===== config.mk =====
export PLATFORM = sky130hd
export DESIGN_NAME = uart_sample_tx
export DESIGN_NICKNAME = d
export VERILOG_FILES = /design/src/rtl/uart_sample_tx_pkg.sv /design/src/rtl/uart_sample_tx_sample_fifo.sv /design/src/rtl/uart_sample_tx.sv
export SDC_FILE = /design/constraint.sdc
export NUM_CORES = 1
export LEC_CHECK = 0
export CAP_MARGIN = 40
export CORE_ASPECT_RATIO = 1.4
export CORE_MARGIN = 1
export CORE_UTILIZATION = 45
export CTS_BUF_LIST = sky130_fd_sc_hd__clkbuf_4
export DETAILED_ROUTE_END_ITERATION = 7
export PLACE_DENSITY = 0.67
export REMOVE_ABC_BUFFERS = 1
export SYNTH_ARGS = -nofsm -noshare
export SYNTH_HDL_FRONTEND = slang
export SYNTH_SLANG_ARGS = --single-unit

===== constraint.sdc =====
create_clock -name clk -period 3.8 [get_ports clk]
set_input_delay 1.14 -clock clk [delete_from_list [all_inputs] [get_ports clk]]
set_output_delay 1.14 -clock clk [all_outputs]
set_load 0.05 [all_outputs]

===== src/rtl/uart_sample_tx_pkg.sv =====
// Shared definitions for the UART sample transmitter.
//   - tx_state_e       : byte-engine FSM states
//   - SYNC_BYTE        : realignment byte sent ahead of each sample when
//                        SYNC_BYTE_EN is defined
//   - bytes_per_sample : number of 8-bit frames needed for one sample
package uart_tx_pkg;

    typedef enum logic [1:0] {
        IDLE  = 2'd0,
        START = 2'd1,
        DATA  = 2'd2,
        STOP  = 2'd3
    } tx_state_e;

    localparam logic [7:0] SYNC_BYTE = 8'hA5;

    function automatic int unsigned bytes_per_sample(input int unsigned sample_w);
        return sample_w / 32'd8;
    endfunction

endpackage


===== src/rtl/uart_sample_tx_sample_fifo.sv =====
// Synchronous show-ahead FIFO used to buffer audio samples ahead of the
// byte engine.
// Ports:
//   clk, rst      : clock, synchronous active-high reset (flushes the FIFO)
//   push, wdata   : write request and data (ignored while full)
//   pop, rdata    : read request; rdata always shows the oldest entry
//   full, empty   : occupancy flags
//   level         : current number of stored entries (0..DEPTH)
module sample_fifo #(
    parameter int WIDTH = 16,
    parameter int DEPTH = 8
) (
    input  logic                     clk,
    input  logic                     rst,
    input  logic                     push,
    input  logic                     pop,
    input  logic [WIDTH-1:0]         wdata,
    output logic [WIDTH-1:0]         rdata,
    output logic                     full,
    output logic                     empty,
    output logic [$clog2(DEPTH):0]   level
);

    localparam int AW = $clog2(DEPTH);
    localparam logic [AW:0]   FULL_LEVEL = (AW+1)'(DEPTH);
    localparam logic [AW:0]   LEVEL_ONE  = (AW+1)'(1);
    localparam logic [AW-1:0] PTR_ONE    = AW'(1);

    logic [WIDTH-1:0] mem_r [DEPTH];
    logic [AW-1:0]    wr_ptr_r;
    logic [AW-1:0]    rd_ptr_r;
    logic [AW:0]      level_r;
    logic             push_ok_s;
    logic             pop_ok_s;

    assign full      = (level_r == FULL_LEVEL);
    assign empty     = (level_r == '0);
    assign level     = level_r;
    assign rdata     = mem_r[rd_ptr_r];
    // A full FIFO never takes a push, even when a pop happens in the same cycle.
    assign push_ok_s = push && !full;
    assign pop_ok_s  = pop && !empty;

    // Storage array write port; contents need no reset since level gates reads.
    always_ff @(posedge clk) begin
        if (push_ok_s) begin
            mem_r[wr_ptr_r] <= wdata;
        end
    end

    // Pointer and occupancy tracking; pointers wrap naturally (DEPTH is 2^n).
    always_ff @(posedge clk) begin
        if (rst) begin
            wr_ptr_r <= '0;
            rd_ptr_r <= '0;
            level_r  <= '0;
        end else begin
            if (push_ok_s) begin
                wr_ptr_r <= wr_ptr_r + PTR_ONE;
            end
            if (pop_ok_s) begin
                rd_ptr_r <= rd_ptr_r + PTR_ONE;
            end
            case ({push_ok_s, pop_ok_s})
                2'b10:   level_r <= level_r + LEVEL_ONE;
                2'b01:   level_r <= level_r - LEVEL_ONE;
                default: level_r <= level_r;
            endcase
        end
    end

endmodule


===== src/rtl/uart_sample_tx.sv =====
// Serialises audio samples onto the FTDI UART line as 8N1 frames, MSB byte
// of each sample first, with back-to-back frames sent without idle gaps.
// Optional feature macro: SYNC_BYTE_EN -- when defined, each sample is
// preceded by one frame carrying SYNC_BYTE (0xA5).
// Ports:
//   clk, rst      : int_clk from the PLL, synchronous active-high reset
//   sample_in     : sample data, accepted when sample_valid && sample_ready
//   sample_valid  : sample_in is valid
//   sample_ready  : a sample can be accepted this cycle
//   tx            : registered UART serial output, idles high
//   busy          : a frame is in progress or the FIFO holds samples
//   fifo_level    : current FIFO occupancy
module uart_sample_tx
    import uart_tx_pkg::*;
#(
    parameter int CLKS_PER_BIT = 40,
    parameter int SAMPLE_W     = 16,
    parameter int FIFO_DEPTH   = 8
) (
    input  logic                          clk,
    input  logic                          rst,
    input  logic [SAMPLE_W-1:0]           sample_in,
    input  logic                          sample_valid,
    output logic                          sample_ready,
    output logic                          tx,
    output logic                          busy,
    output logic [$clog2(FIFO_DEPTH):0]   fifo_level
);

    localparam int unsigned BYTES = bytes_per_sample(SAMPLE_W);
`ifdef SYNC_BYTE_EN
    localparam int unsigned FRAMES = BYTES + 32'd1;
`else
    localparam int unsigned FRAMES = BYTES;
`endif
    localparam int          CW          = $clog2(CLKS_PER_BIT);
    localparam logic [CW-1:0] BAUD_LAST = CW'(CLKS_PER_BIT - 1);
    localparam logic [CW-1:0] BAUD_ONE  = CW'(1);
    localparam logic [2:0]  FRAMES_LAST = 3'(FRAMES - 32'd1);

    tx_state_e              state_r;
    tx_state_e              state_s;
    logic [CW-1:0]          baud_r;
    logic [2:0]             bit_r;
    logic [2:0]             frames_left_r;
    logic [7:0]             shift_r;
    logic [SAMPLE_W-1:0]    hold_r;
    logic                   tx_r;
    logic                   busy_r;
    logic                   rst_q_r;

    logic                   baud_end_s;
    logic                   pop_s;
    logic                   load_next_s;
    logic                   tx_s;
    logic                   push_s;
    logic [SAMPLE_W-1:0]    fifo_rdata_s;
    logic                   fifo_full_s;
    logic                   fifo_empty_s;
    logic [$clog2(FIFO_DEPTH):0] fifo_level_s;

    assign sample_ready = !rst_q_r && !fifo_full_s;
    assign push_s       = sample_valid && sample_ready;
    assign baud_end_s   = (baud_r == BAUD_LAST);
    assign tx           = tx_r;
    assign busy         = busy_r;
    assign fifo_level   = fifo_level_s;

    sample_fifo #(
        .WIDTH (SAMPLE_W),
        .DEPTH (FIFO_DEPTH)
    ) u_fifo (
        .clk   (clk),
        .rst   (rst),
        .push  (push_s),
        .pop   (pop_s),
        .wdata (sample_in),
        .rdata (fifo_rdata_s),
        .full  (fifo_full_s),
        .empty (fifo_empty_s),
        .level (fifo_level_s)
    );

    // Byte-engine next state, pop/reload requests and the line level for this state.
    always_comb begin
        state_s     = state_r;
        pop_s       = 1'b0;
        load_next_s = 1'b0;
        tx_s        = 1'b1;
        case (state_r)
            IDLE: begin
                tx_s = 1'b1;
                if (!fifo_empty_s) begin
                    pop_s   = 1'b1;
                    state_s = START;
                end else begin
                    state_s = IDLE;
                end
            end
            START: begin
                tx_s = 1'b0;
                if (baud_end_s) begin
                    state_s = DATA;
                end else begin
                    state_s = START;
                end
            end
            DATA: begin
                tx_s = shift_r[bit_r];
                if (baud_end_s && (bit_r == 3'd7)) begin
                    state_s = STOP;
                end else begin
                    state_s = DATA;
                end
            end
            STOP: begin
                tx_s = 1'b1;
                if (baud_end_s) begin
                    // Chain straight into the next frame so the line has no idle gap.
                    if (frames_left_r != 3'd0) begin
                        load_next_s = 1'b1;
                        state_s     = START;
                    end else if (!fifo_empty_s) begin
                        pop_s   = 1'b1;
                        state_s = START;
                    end else begin
                        state_s = IDLE;
                    end
                end else begin
                    state_s = STOP;
                end
            end
            default: begin
                tx_s    = 1'b1;
                state_s = IDLE;
            end
        endcase
    end

    // State register, baud/bit counters and registered outputs.
    always_ff @(posedge clk) begin
        if (rst) begin
            state_r <= IDLE;
            baud_r  <= '0;
            bit_r   <= 3'd0;
            tx_r    <= 1'b1;
            busy_r  <= 1'b0;
            rst_q_r <= 1'b1;
        end else begin
            state_r <= state_s;
            rst_q_r <= 1'b0;
            // tx follows the current state one cycle later, from a flop.
            tx_r    <= tx_s;
            busy_r  <= (state_r != IDLE) || (fifo_level_s != '0);
            // Counter sits at zero in IDLE so every frame starts from a fresh bit period.
            if ((state_r == IDLE) || baud_end_s) begin
                baud_r <= '0;
            end else begin
                baud_r <= baud_r + BAUD_ONE;
            end
            if ((state_r == DATA) && baud_end_s) begin
                bit_r <= bit_r + 3'd1;
            end
        end
    end

    // Sample holding register and per-frame byte loading.
    always_ff @(posedge clk) begin
        if (rst) begin
            shift_r       <= 8'h00;
            hold_r        <= '0;
            frames_left_r <= 3'd0;
        end else if (pop_s) begin
`ifdef SYNC_BYTE_EN
            shift_r       <= SYNC_BYTE;
            hold_r        <= fifo_rdata_s;
`else
            shift_r       <= fifo_rdata_s[SAMPLE_W-1 -: 8];
            hold_r        <= fifo_rdata_s << 4'd8;
`endif
            frames_left_r <= FRAMES_LAST;
        end else if (load_next_s) begin
            shift_r       <= hold_r[SAMPLE_W-1 -: 8];
            hold_r        <= hold_r << 4'd8;
            frames_left_r <= frames_left_r - 3'd1;
        end
    end

endmodule


# After elaboration in Yosys (flattened, before gate mapping)
# Memory sizes are Yosys's and may differ from the RTL's. A register that Yosys moved wholly into a read port is not among the register bits.
# Cells that the tools add are included.
# Widths: inputs -> output; s select.
[classes]
n_lt_le_gt_ge = 1
eq_ne = 8
n_addsub = 7
reduce_logical = 21
mux = 28
[op_table]
columns = ["operator", "n"]
rows = [
  ["$mux 16", 2],
  ["$mux 8", 2],
  ["$mux 1", 14],
  ["$add 3x1->3 const B", 3],
  ["$pmux 2 s4", 1],
  ["$pmux 4 s2", 1],
  ["$add 6x1->6 const B", 1],
  ["$eq 2x2->1 const B", 3],
  ["$eq 6x6->1 const B", 1],
  ["$logic_and 1x1->1", 6],
  ["$mux 2", 3],
  ["$mux 3", 2],
  ["$reduce_bool 2->1", 3],
  ["$reduce_or 2->1", 3],
  ["$add 4x1->4 const B", 1],
  ["$eq 2x1->1 const B", 2],
  ["$eq 4x4->1 const B", 1],
  ["$logic_not 4->1", 1],
  ["$lt 3x4->1 const B", 1],
  ["$reduce_bool 4->1", 1],
  ["$sub 4x1->4 const B", 1],
  ["$bmux 1 s3", 1],
  ["$eq 3x3->1 const B", 1],
  ["$logic_not 1->1", 3],
  ["other kinds (6)", 7],
]
[word_totals]
mem_bits_rw = 128
register_bits = 43
n_memories = 1
elab_cells = 79
[memory_table]
columns = ["memory", "words", "width", "read_ports", "rd_ports_with_merged_regs", "write_ports", "line", "text"]
rows = [
  ["u_fifo.mem_r", 8, 16, 1, 1, 1, "uart_sample_tx_sample_fifo.sv:29", "logic [WIDTH-1:0] mem_r [DEPTH];"],
]

# Logic depth before layout (Yosys ltp)
[depth]
ltp_word = 8
depth_mapped = 14
ltp_nobuf = 13

# Hierarchy
# From an unflattened synthesis, not the netlist that was laid out.
[unflattened]
cells_unflattened = 432
hier_area_um2 = 7224.4
[by_module_without_submodules]
columns = ["mod", "n_inst", "area_per_inst_um2", "cells_per_inst"]
rows = [
  ["sample_fifo", 1, 5515.3, 259],
  ["uart_sample_tx", 1, 1709.1, 173],
]

# Worst setup path before layout
# OpenSTA, ideal clock, no wires.
[synth_timing]
path_kind = "input to register"
from = "in sample_valid"
to = "mem u_fifo.mem_r[0][0], enable pin"
arrival_ns = 2.821
setup_slack_ns = 0.570
required_ns = 3.391
path_stages = 4
path_cell_list = "inv_1 -> a211oi_2 -> nand2b_1 -> nor3_1"
[synth_via]
elab_chain_len = 4
[synth_lines]
columns = ["element", "line", "text"]
rows = [
  ["start: declaration", "uart_sample_tx.sv:23", "input logic sample_valid,"],
  ["$logic_and 1x1->1", "uart_sample_tx.sv:63", "assign push_s = sample_valid && sample_ready;"],
  ["$logic_and 1x1->1", "uart_sample_tx_sample_fifo.sv:41", "assign push_ok_s = push && !full;"],
  ["$mux 1", "uart_sample_tx_sample_fifo.sv:46", "if (push_ok_s) begin"],
  ["$mux 1 (implied by the code)", "uart_sample_tx_sample_fifo.sv:47", "mem_r[wr_ptr_r] <= wdata;"],
  ["end: declaration", "uart_sample_tx_sample_fifo.sv:29", ""],
]
# Every way passes these cells.

# Worst setup path in the final report
[layout_timing]
from = "reg u_fifo.level_r[1], in the netlist u_fifo.level[1]"
to = "out sample_ready"
[layout_via]
elab_chain_len = 3
[layout_lines]
columns = ["element", "line", "text"]
rows = [
  ["start: declaration", "uart_sample_tx_sample_fifo.sv:32", "logic [AW:0] level_r;"],
  ["start signal: assignment", "uart_sample_tx_sample_fifo.sv:65", "2'b10: level_r <= level_r + LEVEL_ONE;"],
  ["start signal: assignment", "uart_sample_tx_sample_fifo.sv:66", "2'b01: level_r <= level_r - LEVEL_ONE;"],
  ["start signal: assignment", "uart_sample_tx_sample_fifo.sv:67", "default: level_r <= level_r;"],
  ["$eq 4x4->1", "uart_sample_tx_sample_fifo.sv:36", "assign full = (level_r == FULL_LEVEL);"],
  ["$logic_not 1->1", "uart_sample_tx.sv:62", "assign sample_ready = !rst_q_r && !fifo_full_s;"],
  ["$logic_and 1x1->1", "uart_sample_tx.sv:62", ""],
  ["end: declaration", "uart_sample_tx.sv:24", "output logic sample_ready,"],
]
# Every way passes these cells.

==> metrics <==
commonest non-fill, non-tap cells in the layout 128 x edfxtp_1, 45 x dfxtp_1, 25 x clkdlybuf4s50_1, 21 x nor2_1; Final nets around 510; run status finished clean; DRC 0; Least-Margin Pin Slew around 560 ps; global-route wire length before repair between 20 and 25 mm; Final Hold Fails 0; Worst EP required between 2000 and 3000 ps; GR Overflow Total 0; Period Utilization, post-route approximately nine tenths; H-Tree Depth 4; post-DP HPWL 8.40 mm; multi-input combinational cell area 0.00224 mm^2; Inserted Clock Buffers 17; total routed wirelength approximately 13 mm; Synth async-reset ratio 0%; Detailed Routing Iterations Pass 1 4; fraction of layout cells with a size suffix above 1 18.8%; reg2reg end u_fifo.level[2]; CORE AREA about 0.016 mm^2; number of top-level pins 26; met2 Use GR roughly 30%; Worst Hold Depth 1; Initial Util a little under half; top post-synthesis cells by area edfxtp_1 53%, dfxtp_1 13%, mux4_1 5.8%, mux4_2 5.3%, ha_1 2.8%; met1 Use GR between 20% and 30%; reg2reg start baud_r[0]; die height 152 um; top_reg_cell synth edfxtp_1; Post-CTS Repair Setup Buffers 0; Clk Latency, worst-skew pair 550 ps; total track usage between 10% and 20%; vias per cell 5.65; Top Usage Layer GRT met2; cts repair resizes 0; HP Class flop to flop; Fill cells between 1000 and 1500; hold_buf cts 0; number of I/O port buffers 25; #FFs+latches synth 174; Clock Skew 16.4 ps; P_leak roughly 2.6 nW; leading area contributor after synthesis edfxtp_1; register clock-pin slew on the reported worst setup and hold paths 160 ps; Seq/Total Area, Yosys between 60% and 70%; critical path arrival ~2200 ps; CTS Root Cell clkbuf_4; total design power a little under 5 mW; fin crit period 3370 ps; worst vdd ir roughly 0.31 mV; Hold EP baud_r[0]; area share of the largest cell type after synthesis between 50% and 60%; WS Path Type flop to output port; hold path start baud_r[0]; r2r worst-path depth 12; number of flops mapped to enable cells by yosys 128; Mean Syn Cell Area around 17 um^2; initial antenna violation count 1; crit start category flop; clock buffer depth 2; row cnt 54; Max Cap Violations 0; DR WL/cell around 19 um; Synth warnings 0; Crit. End Element output port; met3 Track Usage GR about 3.9%; largest net degree at the start of global routing 32; most common cell after layout, fill and taps aside edfxtp_1; RSZ-0062 raised after global routing false; worst relative slew slack between 60 and 70%; cells after synthesis between 400 and 500; Reg area between 0.004 and 0.005 mm^2; DIE AREA about 0.017 mm^2; CTS tree done; fmax just under 0.3 GHz; PwrDens around 600 mW/mm^2; Slew Limit Fails 0; setup tns final 0 ps; DR iter-0 viols 226; Final Setup Violations 0; Final Wtd Congestion around 0.76; Die Width 109 um; Reg2Reg Setup Slack 540 ps; crit path max fanout 9; Cell variety after synth between 50 and 60; vias in the first global route roughly 4000; antenna-violating nets left 0; via count around 3800; clock sink count 174; Cell Area, Synth around 0.0072 mm^2; Area Growth Syn to Fin 10.0%
==> power by group <==
| part | switching (mW) | total (mW) | internal, mW |
|---|---|---|---|
| clock | 0.686 | 1.04 | 0.351 |
| sequential | 0.167 | 2.37 | 2.20 |
| combinational | 0.750 | 1.40 | 0.650 |
| total | 1.60 | 4.81 | 3.20 |
==> critical path: stages (launching register included) <==
cell	delay, ps
dfxtp_1	570
nor3_1	130
a21oi_1	170
clkdlybuf4s50_1	820
==> per-layer routing <==
layer | vias to the layer above | share of wire [%]
li1 | 1788 | -
met1 | 1975 | 41
met2 | 68 | 55
met3 | 15 | 2.7
met4 | 0 | 2.0
met5 | - | 0
==> sequential cells by signal (all words and copies together), names as in the netlist, 3 cells and up, named ones only <==
signal	cells
baud_r	6
u_fifo.level	4
u_fifo.wr_ptr_r	3
frames_left_r	3
hold_r	8
bit_r	3
shift_r	8
u_fifo.rd_ptr_r	3
u_fifo.mem_r	128
==> final cells by class <==
type	instances	area share, %
flip-flops and latches	174	59.9
multi-input cells	226	28.2
repair buffers	41	4.70
well taps	196	3.08
clock inverters	15	1.94
clock buffers	17	1.60
inverters	11	0.519
diodes	1	0.0315
==> cells in the mapped netlist, types with 2 or more instances <==
cell type    n
a211oi_1     9
a21oi_1     13
a22oi_1      8
a311oi_1     9
buf_12       2
buf_2        7
buf_4        4
buf_6        3
clkbuf_1     6
dfxtp_1     46
edfxtp_1   128
ha_1        16
inv_1       10
mux2_2      10
mux2i_1     11
mux4_1      16
mux4_2      17
nand2_1     16
nand2b_1    13
nand3_1      9
nand4_1      2
nor2_1      21
nor2b_1      2
nor3_1       6
nor3_2       6
o21ai_0      7
or3_1        3
xnor2_1      3
xor2_1       7
==> kinds of logic after synthesis <==
family | after synthesis | synth area share, %
compound gates | 57 | 5.68
xor+xnor | 10 | 1.21
fa+ha+maj | 16 | 2.77
buf+inv | 36 | 3.19
flops | 174 | 65.9
mux | 54 | 14.2
simple gates | 89 | 7.03
==> metrics by stage <==
stage                     area (um^2)  hold slack [ps]  utilization [%]  setup slack (ps)  cells
final                            7950              466             50.7               434    681
after global routing             7950              492             50.7               270    681
after CTS                        7950              465             50.7               367    680
after detailed placement         7670              439             48.9               496    648
after global placement           7660              433             48.9               582    647
after floorplan                  7040              418                -               570    411
==> worst max path at each step <==
stage                     start                 end  slack (ps)  cells past startpoint
6_report        u_fifo.level[1]        sample_ready         430                      3
5_1_grt        frames_left_r[1]     u_fifo.level[2]         270                     13
4_1_cts         u_fifo.level[1]        sample_ready         370                      3
2_1_floorplan      sample_valid  u_fifo.mem_r[0][0]         570                      4
3_5_place_dp       sample_valid     u_fifo.level[2]         500                     11
3_3_place_gp       sample_valid     u_fifo.level[2]         580                     11
No activity file was read; power rests on OpenSTA's default activity.
==> variant, RTL diff (config.mk and constraints unchanged) <==
Add a define of `SYNC_BYTE_EN`.
--- a/src/rtl/uart_sample_tx.sv
+++ b/src/rtl/uart_sample_tx.sv
@@ -11,4 +11,6 @@
 //   busy          : a frame is in progress or the FIFO holds samples
 //   fifo_level    : current FIFO occupancy
+`define SYNC_BYTE_EN
+
 module uart_sample_tx
     import uart_tx_pkg::*;
Behaviour: no difference found for any inputs over 10 cycles, from zero or initial values and one cycle with rst high; that may be too few to reach the edited logic, so the function may still have changed.
==> variant against the original RTL <==
- the run now ends with design-rule violations left
- design area grew 3.3%
- sequential cell count grew 8
- die area grew 4.2%
- sequential power grew 5%
- power grew 2.0%
- critical path type unchanged
- setup slack gained 0.014 ns
- sequential share of layout area is essentially flat
- area after synthesis grew 4.3%
- routed wire length grew 3.6%
- register-to-register slack lost 0.05 ns
- worst hold slack gained 0.0065 ns
==> variant: results (changes against the original RTL) <==
.. list-table::
   :header-rows: 1

   * - Metric
     - Value
   * - Registers with the highest flip-flop counts
     - u_fifo.mem_r x128, hold_r x16, shift_r x8
   * - Synth Area in Compound Gates
     - 5.63% (-0.052 points)
   * - Port-buffer cells
     - 25 (unchanged)
   * - Biggest area contributors in the synthesized netlist
     - edfxtp_1, dfxtp_1, mux4_1
   * - Post-synthesis share of cell area spent on full adders, half adders and majority gates
     - 2.66% (-0.11 points)
   * - Dpl hpwl
     - 8.67 mm (+3.2%)
   * - Fraction of registers with async set/reset
     - 0% (unchanged)
   * - Router iterations before antenna repair
     - 6 (+2)
   * - Clock skew after layout
     - 0.0202 ns (+0.00372 ns)
   * - CP Data Arrival Time
     - 2.21 ns (-0.02 ns)
   * - Status
     - complete, but fails checks
   * - Number of nets in the finished design
     - 527 (+4.2%)
   * - Fraction of synthesized cell area in xor and xnor cells
     - 1.16% (-0.050 points)
   * - Transition time at the pin with the least slew margin
     - 0.890 ns (+0.330 ns)
   * - Reported leakage power
     - 2.79 nW (+5.9%)
   * - Library cells used by synthesis
     - 54 (-1.8%)
   * - Worst-case register-to-register setup slack
     - 0.49 ns (-0.05 ns)
   * - DRC violation count after routing
     - 2 (+2)
   * - Max rail drop VDD
     - 0.229 mV (-26%)
   * - Fraction of synthesized area in multiplexers
     - 14.9% (+0.71 points)
   * - Vias in the first global route
     - 4102 (+3.6%)
   * - Num CTS Buffers
     - 17 (unchanged)
   * - Routability Congestion
     - 0.757 (+0.21%)
   * - Most frequent cells after synthesis
     - edfxtp_1, dfxtp_1, mux2i_1, nor2_1, mux4_2
   * - Drt via density
     - 5.60 (-0.77%)
   * - Violation count after the first detailed-route iteration
     - 183 (-19%)
   * - Fraction of layout cells with a size suffix above 1
     - 18.4% (-0.39 points)
   * - Average wire per standard cell
     - 19.3 µm (about the same)
   * - Sequential-to-total area share from yosys stat
     - 65.3% (-0.60 points)
   * - All-Layer GR Usage
     - 16.9% (-0.53 points)
   * - Fill count
     - 1361 (+4.7%)
   * - Largest net degree at the start of global routing
     - 49 (+53%)
   * - Violated checks
     - design-rule violations
## variant: changes by cell type after synthesis, moves of 3 or more
cell	before	now
a31oi_1	0	3
clkbuf_8	1	4
dfxtp_1	46	54
mux2i_1	11	23
nand3_1	9	5
nand2_1	16	13
nor3_1	6	11
## variant: through the flow
stage	setup WS [ns]	utilization (%)	hold WS [ns]	instances	area, µm²
finish	0.449	50.6	0.472	705	8220
global route	0.249	50.6	0.505	705	8220
CTS	0.282	50.6	0.470	704	8210
detailed placement	0.296	48.9	0.446	672	7950
global placement	0.458	48.7	0.428	670	7910
floorplan	0.524	-	0.418	433	7300
## variant: timing repair
| action | CTS | global route |
|---|---|---|
| hold endpoints to repair | 0 | 0 |
| hold buffers | 0 | 0 |
| setup endpoints to repair | 0 | 1 |
| gates resized for setup | 0 | 1 |
## variant: layout make-up
class	count	area share, %
Sequential cell	182	60.0
Multi-Input combinational cell	240	28.6
Timing Repair Buffer	40	4.69
Tap cell	199	3.03
Clock buffer	19	1.74
Clock inverter	13	1.45
Inverter	11	0.503
Antenna cell	1	0.0305
## variant: logic make-up after synthesis
kind of cell,count (synthesis)
buffers and inverters,40
AOI/OAI and AO/OA,60
DFF,182
muxes,64
and+or+nand+nor,90
adders and majority gates,16
xor gates and xnor gates,10
## variant: routing by layer
metal	track usage, %	up-vias	share of wire (%)
met5	0	-	0
met4	6.95	0	2.0
met3	3.90	20	3.8
met2	31.2	68	54
met1	18.6	1993	40
li1	-	1870	-
## variant: critical path, stage by stage (launching register included)
cell and delay, ns:
dfxtp_1 0.53, nor3_1 0.14, a21oi_1 0.17, clkdlybuf4s50_1 0.82
## variant: final timing paths
path                   startpoint              end
setup / recovery  u_fifo.level[1]     sample_ready
hold reg to reg         baud_r[0]        baud_r[0]
setup reg to reg       state_r[0]  u_fifo.level[2]
hold / removal          baud_r[0]        baud_r[0]
## variant: power by group
group          switching [mW]  leakage (nW)  internal, mW  total, mW
registers               0.180          1.60          2.31       2.49
clock network           0.656         0.144         0.348       1.00
logic                   0.775          1.05         0.640       1.41
total                    1.61          2.79          3.30       4.91
